### config.mk
export PLATFORM = sky130hd
export DESIGN_NAME = modn_cascade_counter
export DESIGN_NICKNAME = d
export VERILOG_FILES = /design/src/rtl/modn_cascade_pkg.sv /design/src/rtl/modn_digit.sv /design/src/rtl/modn_cascade_counter.sv
export SDC_FILE = /design/constraint.sdc
export NUM_CORES = 1
export LEC_CHECK = 0
export ABC_CLOCK_PERIOD_IN_PS = 5300
export BUFFER_PORTS_ARGS = -buffer_cell sky130_fd_sc_hd__clkbuf_2
export CAP_MARGIN = 25
export CORE_UTILIZATION = 50
export DETAILED_ROUTE_END_ITERATION = 16
export PLACE_DENSITY = 0.81
export REMOVE_ABC_BUFFERS = 1
export SYNTH_ARGS = -nofsm -noshare
export SYNTH_HDL_FRONTEND = slang
export SYNTH_SLANG_ARGS = --single-unit
### constraint.sdc
create_clock -name clk -period 5.3 [get_ports clk]
set_clock_uncertainty 0.15 [all_clocks]
set_input_delay 0.53 -clock clk [delete_from_list [all_inputs] [get_ports clk]]
set_output_delay 0.53 -clock clk [all_outputs]
set_load 0.02 [all_outputs]
### src/rtl/modn_cascade_pkg.sv
// Shared helpers for the modulo-N cascade counter: digit slicing, digit maxima,
// clog2 and count-direction encodings.
package modn_cascade_pkg;

  localparam logic UP   = 1'b1;
  localparam logic DOWN = 1'b0;

  // LSB position of digit idx inside a packed count/load vector.
  function automatic int unsigned digit_lsb(int unsigned idx, int unsigned dw);
    return idx * dw;
  endfunction

  function automatic int unsigned inner_max(int unsigned digit_mod);
    return digit_mod - 1;
  endfunction

  function automatic int unsigned top_max(int unsigned top_mod);
    return top_mod - 1;
  endfunction

  function automatic int unsigned clog2(int unsigned n);
    int unsigned r;
    int unsigned v;
    r = 0;
    v = 1;
    while (v < n) begin
      v = v << 1;
      r++;
    end
    return r;
  endfunction

endpackage

### src/rtl/modn_digit.sv
// Single modulo-MOD digit with clear, clamped parallel load and up/down step.
module modn_digit #(
  parameter int unsigned MOD = 10,
  parameter int unsigned DW  = 4
) (
  input  logic          clk,
  input  logic          rst,
  input  logic          step,
  input  logic          up,
  input  logic          clr,
  input  logic          load,
  input  logic [DW-1:0] d,
  output logic [DW-1:0] q,
  output logic          at_max,
  output logic          at_zero
);
  import modn_cascade_pkg::*;

  // One extra bit so MOD == 2^DW still compares correctly.
  localparam logic [DW:0]   ModW = (DW + 1)'(MOD);
  localparam logic [DW-1:0] MaxV = DW'(MOD - 1);

  logic [DW-1:0] load_clamped;

  assign at_max       = (q == MaxV);
  assign at_zero      = (q == '0);
  assign load_clamped = ({1'b0, d} >= ModW) ? MaxV : d;

  always_ff @(posedge clk or posedge rst) begin
    if (rst) begin
      q <= '0;
    end else if (clr) begin
      q <= '0;
    end else if (load) begin
      q <= load_clamped;
    end else if (step) begin
      if (up == UP) begin
        q <= at_max ? '0 : q + 1'b1;
      end else begin
        q <= at_zero ? MaxV : q - 1'b1;
      end
    end
  end

endmodule

### src/rtl/modn_cascade_counter.sv
// Cascade of modulo-N digits with enable, up/down, clear, load and a registered wrap pulse.
// Optional prescaler on the enable path when MODN_CASCADE_PRESCALE_EN is defined.
module modn_cascade_counter #(
  parameter int unsigned NUM_DIGITS = 2,
  parameter int unsigned DIGIT_MOD  = 10,
  parameter int unsigned TOP_MOD    = 6,
  parameter int unsigned DW         = 4
`ifdef MODN_CASCADE_PRESCALE_EN
  ,
  parameter int unsigned PRESCALE   = 4
`endif
) (
  input  logic                     clk,
  input  logic                     rst,
  input  logic                     en,
  input  logic                     up,
  input  logic                     clr,
  input  logic                     load,
  input  logic [NUM_DIGITS*DW-1:0] load_val,
  output logic [NUM_DIGITS*DW-1:0] count,
  output logic                     wrap_o,
  output logic                     tc_o
);
  import modn_cascade_pkg::*;

  logic                  cnt_en;
  logic [NUM_DIGITS-1:0] step;
  logic [NUM_DIGITS-1:0] at_max;
  logic [NUM_DIGITS-1:0] at_zero;
  logic [NUM_DIGITS-1:0] hit;
  logic                  wrap_q;

`ifdef MODN_CASCADE_PRESCALE_EN
  localparam int unsigned PsW = (PRESCALE > 1) ? clog2(PRESCALE) : 1;

  logic [PsW-1:0] ps_q;
  logic           ps_hit;

  assign ps_hit = (ps_q == PsW'(PRESCALE - 1));
  assign cnt_en = en & ps_hit;

  always_ff @(posedge clk or posedge rst) begin
    if (rst) begin
      ps_q <= '0;
    end else if (clr || load) begin
      ps_q <= '0;
    end else if (en) begin
      ps_q <= ps_hit ? '0 : ps_q + 1'b1;
    end
  end
`else
  assign cnt_en = en;
`endif

  for (genvar i = 0; i < NUM_DIGITS; i++) begin : g_digit
    localparam int unsigned Mod = (i == NUM_DIGITS - 1) ? top_max(TOP_MOD) + 1
                                                        : inner_max(DIGIT_MOD) + 1;

    assign hit[i] = (up == UP) ? at_max[i] : at_zero[i];

    // Digit i steps when every lower digit is at its roll-over value.
    if (i == 0) begin : g_lsd
      assign step[i] = cnt_en;
    end else begin : g_upper
      assign step[i] = cnt_en & (&hit[i-1:0]);
    end

    modn_digit #(
      .MOD(Mod),
      .DW (DW)
    ) u_digit (
      .clk    (clk),
      .rst    (rst),
      .step   (step[i]),
      .up     (up),
      .clr    (clr),
      .load   (load),
      .d      (load_val[digit_lsb(i, DW) +: DW]),
      .q      (count[digit_lsb(i, DW) +: DW]),
      .at_max (at_max[i]),
      .at_zero(at_zero[i])
    );
  end

  assign tc_o = cnt_en & (&hit);

  always_ff @(posedge clk or posedge rst) begin
    if (rst) begin
      wrap_q <= 1'b0;
    end else if (clr || load) begin
      wrap_q <= 1'b0;
    end else begin
      wrap_q <= tc_o;
    end
  end

  assign wrap_o = wrap_q;

endmodule

# ---- Yosys cells after proc, flatten, opt, wreduce, memory -nomap -nowiden
# Cells that the tools add are included.
dict set report word_totals {
  latch_bits 0
  word_cells 36
  n_memories 0
  ram_bits 0
  out_inout_bits 10
  ff_bits 9
  romBits 0
}
dict set report classes {
  add_sub_neg 4
  n_lt_le_gt_ge 2
  n_mul 0
  n_eq_ne 2
  reduce_logical 6
  muxes 17
  n_shift 0
  n_bitwise 2
  div_mod_pow 0
}
# operator n
set ops {}
lappend ops {{$mux 4} 14}
lappend ops {{$add 4x1->4 const B} 2}
lappend ops {{$logic_not 4->1} 2}
lappend ops {{$sub 4x1->4 const B} 2}
lappend ops {{$reduce_bool 3->1} 2}
lappend ops {{$eq 4x3->1 const B} 1}
lappend ops {{$eq 4x4->1 const B} 1}
lappend ops {{$ge 4x3->1 const B} 1}
lappend ops {{$ge 4x4->1 const B} 1}
lappend ops {{$mux 1} 3}
lappend ops {{$and 1x1->1} 2}
lappend ops {{$reduce_and 2->1} 1}
lappend ops {{$logic_or 1x1->1} 1}

# ---- Depth between registers and ports, before layout
dict set report depth {
  depth_word 6
  ltp_mapped 6
  ltp_nobuf 6
}

# ---- Hierarchy
# Synthesis repeated with hierarchy kept, for this count alone.
dict set report unflattened {
  cells_unflattened 113
  hier_area_um2 939.7
}
# mod cells_per_inst instances area_each_um2 seq_area_each_um2
set modules_own_cells {}
lappend modules_own_cells {{modn_digit at g_digit[0].u_digit} 57 1 437.9 100.1}
lappend modules_own_cells {{modn_digit at g_digit[1].u_digit} 48 1 410.4 100.1}
lappend modules_own_cells {modn_cascade_counter 8 1 91.3 25.0}

# ---- Least setup slack after synthesis
# No wires, ideal clock.
dict set report synth_timing {
  path_kind {reg-to-output}
  start {register g_digit[1].u_digit.q[0]}
  end {output port tc_o}
  n_path_buf 0
  t_arrival_ns 1.484
  path_stages_with_launch 6
  slack_ns 3.136
  cell_sequence {dfrtp_1 > inv_1 > ha_1 > nand2b_1 > o31a_2 > nor2_1}
}
dict set report synth_between {
  elab_chain_len 4
  word_cells_on_any_way 5
}
# element line_no
set synth_lines {}
lappend synth_lines {{from (decl)} modn_digit.sv:13} ;# output logic [DW-1:0] q,
lappend synth_lines {{from (signal assigned)} modn_digit.sv:35} ;# q <= load_clamped;
lappend synth_lines {{from (signal assigned)} modn_digit.sv:38} ;# q <= at_max ? '0 : q + 1'b1;
lappend synth_lines {{from (signal assigned)} modn_digit.sv:40} ;# q <= at_zero ? MaxV : q - 1'b1;
lappend synth_lines {{$eq 4x3->1 or $logic_not 4->1 (tied branches)} {modn_digit.sv:25, modn_digit.sv:26}}
lappend synth_lines {{$mux 1 (*)} modn_cascade_counter.sv:59} ;# assign hit[i] = (up == UP) ? at_max[i] : at_zero[i];
lappend synth_lines {{$reduce_and 2->1 (*)} modn_cascade_counter.sv:85} ;# assign tc_o = cnt_en & (&hit);
lappend synth_lines {{$and 1x1->1 (*)} modn_cascade_counter.sv:85}
lappend synth_lines {{to (decl)} modn_cascade_counter.sv:22} ;# output logic tc_o
# Every way passes the cells marked *; elsewhere a longest branch is shown, timed or not.

# ---- Worst setup path after layout
dict set report layout_timing {
  start {register g_digit[0].u_digit.q[0]}
  end {output port tc_o}
}
dict set report layout_between {
  elab_chain_len 4
  word_cells_on_any_way 5
}
# element line_no
set layout_lines {}
lappend layout_lines {{from (decl)} modn_digit.sv:13}
lappend layout_lines {{from (signal assigned)} modn_digit.sv:35}
lappend layout_lines {{from (signal assigned)} modn_digit.sv:38}
lappend layout_lines {{from (signal assigned)} modn_digit.sv:40}
lappend layout_lines {{$eq 4x4->1 or $logic_not 4->1 (tied branches)} {modn_digit.sv:25, modn_digit.sv:26}}
lappend layout_lines {{$mux 1 (*)} modn_cascade_counter.sv:59}
lappend layout_lines {{$reduce_and 2->1 (*)} modn_cascade_counter.sv:85}
lappend layout_lines {{$and 1x1->1 (*)} modn_cascade_counter.sv:85}
# Marks and branches as above.

==> flow_summary.json <==
{
  "status": "complete, no violations",
  "hold_ws_ns": 0.05791,
  "grt_pass1_vias": 791,
  "drtAntennaViolNets": 0,
  "cts_resized": 0,
  "crit_type": "flip-flop to output pin",
  "synth_cells": 110,
  "end_kind": "output pin",
  "grt_max_degree": 20,
  "root_buffer": "clkbuf_4",
  "overflow": 0,
  "setup.worst_path.start_class": "flip-flop",
  "vias_per_cell": 5.897,
  "required_ns": 4.62,
  "core_um2": 1745,
  "power_density_nw_per_um2": 195.8,
  "ctsLongestPathBuffers": 2,
  "post-route-min-period_ns": 2.599,
  "synth_commonest_cells": "9 x dfrtp_1, 9 x inv_1, 7 x ha_1, 7 x nand2_1, 7 x nor2_1",
  "synth_area_um2": 932.1,
  "grt_usage": 0.2353,
  "ys_ff_latch": 9,
  "yosysSeqAreaShare": 0.2416,
  "synth.area.top_cells": "dfrtp_1 24%, ha_1 9.4%, clkbuf_8 5.9%",
  "cts_tree": "done",
  "syn_avg_cell_area_um2": 8.474,
  "yosysTopAreaCell": "dfrtp_1",
  "die_width_um": 45.18,
  "total_power_uw": 202.4,
  "drtIter0Drc": 23,
  "setup_viol": 0,
  "rows": 15,
  "nNetsFinal": 152,
  "postLayoutCellArea_um2": 1033,
  "clock_latency_ns": 0.25,
  "crit_arrival_ns": 1.92,
  "io_buffers": 23,
  "die_area_um2": 2041,
  "cts_setup_buffers": 0,
  "period_share": 0.4904,
  "wl_per_cell_um": 13.65,
  "hp-class": "input port to asynchronous set/reset pin",
  "yosys.area.top_type_share": 0.2416,
  "yosys_warnings": 0,
  "drive_above_1_share": 0.2846,
  "rrSetupSlack_ns": 3.14,
  "antenna_cells": 0,
  "peakVddDrop_uv": 176.0,
  "slew_viol_final": 0,
  "cts_hold_buf": 0,
  "synth_edf_count": 0,
  "drv_cap": 0,
  "die_h_um": 45.18,
  "synth_ff_type": "dfrtp_1",
  "fmax_mhz": 384.7,
  "worstMarginPinSlew_ns": 0.4047,
  "crit_path_max_fanout": 10,
  "cts.sinks": 9,
  "post_dp_cell_area_um2": 1006,
  "rsz0062_at_grt": "no",
  "gp_congestion": 0.8271,
  "utilization": 0.5921,
  "cts-buffers-inserted": 3,
  "synth.distinct_cells": 41,
  "grt_pass1_wl_mm": 3.553,
  "start_util": 0.5341,
  "slew_headroom": 0.7232,
  "vias": 914,
  "setup-tns-final_ns": 0,
  "p_leak_nw": 0.4703,
  "cts_max_level": 1,
  "syn_to_final_growth_pct": 10.87,
  "hpwl_mm": 1.595,
  "ios": 24,
  "wirelength_mm": 2.116,
  "cts.clk_slew.worst_paths_ns": 0.06,
  "antenna_found_initial": 0,
  "async_flop_share": 1.000,
  "dr.pass1.iters": 4,
  "final-hold-violation-count": 0,
  "drc_errors": 0
}
where the power goes:
group | leakage, nW | total (mW) | switching (mW) | internal (mW)
logic | 0.334 | 0.0687 | 0.0396 | 0.0291
registers | 0.118 | 0.0835 | 0.0105 | 0.0730
clock network | 0.0177 | 0.0502 | 0.0225 | 0.0277
metrics by stage:
step / std cells / setup slack (ns)
2_1_floorplan: 103 / 3.136
3_3_place_gp: 151 / 3.049
3_5_place_dp: 151 / 2.998
4_1_cts: 155 / 2.727
5_1_grt: 155 / 2.563
6_report: 155 / 2.701
path summary, 6_finish.rpt:
path                                         startpoint                       to  cells past startpoint
worst max-delay path            g_digit[0].u_digit.q[0]                     tc_o                      6
worst min-delay path                                rst  g_digit[1].u_digit.q[2]                      2
worst max register to register  g_digit[0].u_digit.q[0]  g_digit[1].u_digit.q[2]                      6
worst min register to register  g_digit[1].u_digit.q[3]  g_digit[1].u_digit.q[3]                      2
max in group asynchronous                           rst  g_digit[0].u_digit.q[0]                      2
min in group clk                            load_val[0]  g_digit[0].u_digit.q[0]                      3
critical path, stage by stage (launching register included):
cell and delay (ns):
dfrtp_1 0.52, inv_1 0.12, ha_1 0.29, nor3b_2 0.18
o21ai_1 0.30, nor2_1 0.09, clkbuf_2 0.16
sequential cells by signal (all words and copies together), names as in the netlist:
register           flops
g_digit.u_digit.q      8
wrap_o                 1
logic make-up (layout without fill, tap and decap cells):
| family | Yosys count | count (layout) | share of synthesized area |
|---|---|---|---|
| flops | 9 | 9 | 0.2416 |
| compound gates | 33 | 33 | 0.2671 |
| simple gates | 45 | 45 | 0.2832 |
| buf+inv | 16 | 36 | 0.1141 |
| fa+ha+maj | 7 | 7 | 0.09396 |
cell type report:
type / count / area, µm²
Fill cell: 157 / 711.9
Multi-Input combinational cell: 85 / 600.6
Sequential cell: 9 / 225.2
Timing Repair Buffer: 23 / 115.1
Inverter: 9 / 33.78
Tap cell: 25 / 31.28
Clock buffer: 3 / 22.52
Clock inverter: 1 / 5.005
layer usage:
layer	wire (µm)	up-vias	track usage
li1	-	446	-
met1	975	437	0.3534
met2	1048	31	0.3681
met3	92	0	0.01200
met4	0	0	0.06061
met5	0	-	0
layout by cell type, fill, tap and decap left out, types with 2 or more instances in the layout:
cell      count
inv_1         9
clkbuf_2     23
nor2b_1       5
a211oi_1      3
and3_2        2
dfrtp_1       9
a311oi_1      4
clkbuf_4      3
nor3_1        5
nand4_1       2
nor2_1        7
a21oi_1       6
nand2b_1      4
nand2_1       7
nand3_1       5
o21ai_0       4
ha_1          7
a221oi_1      2
(Power assumes the default switching activity.)
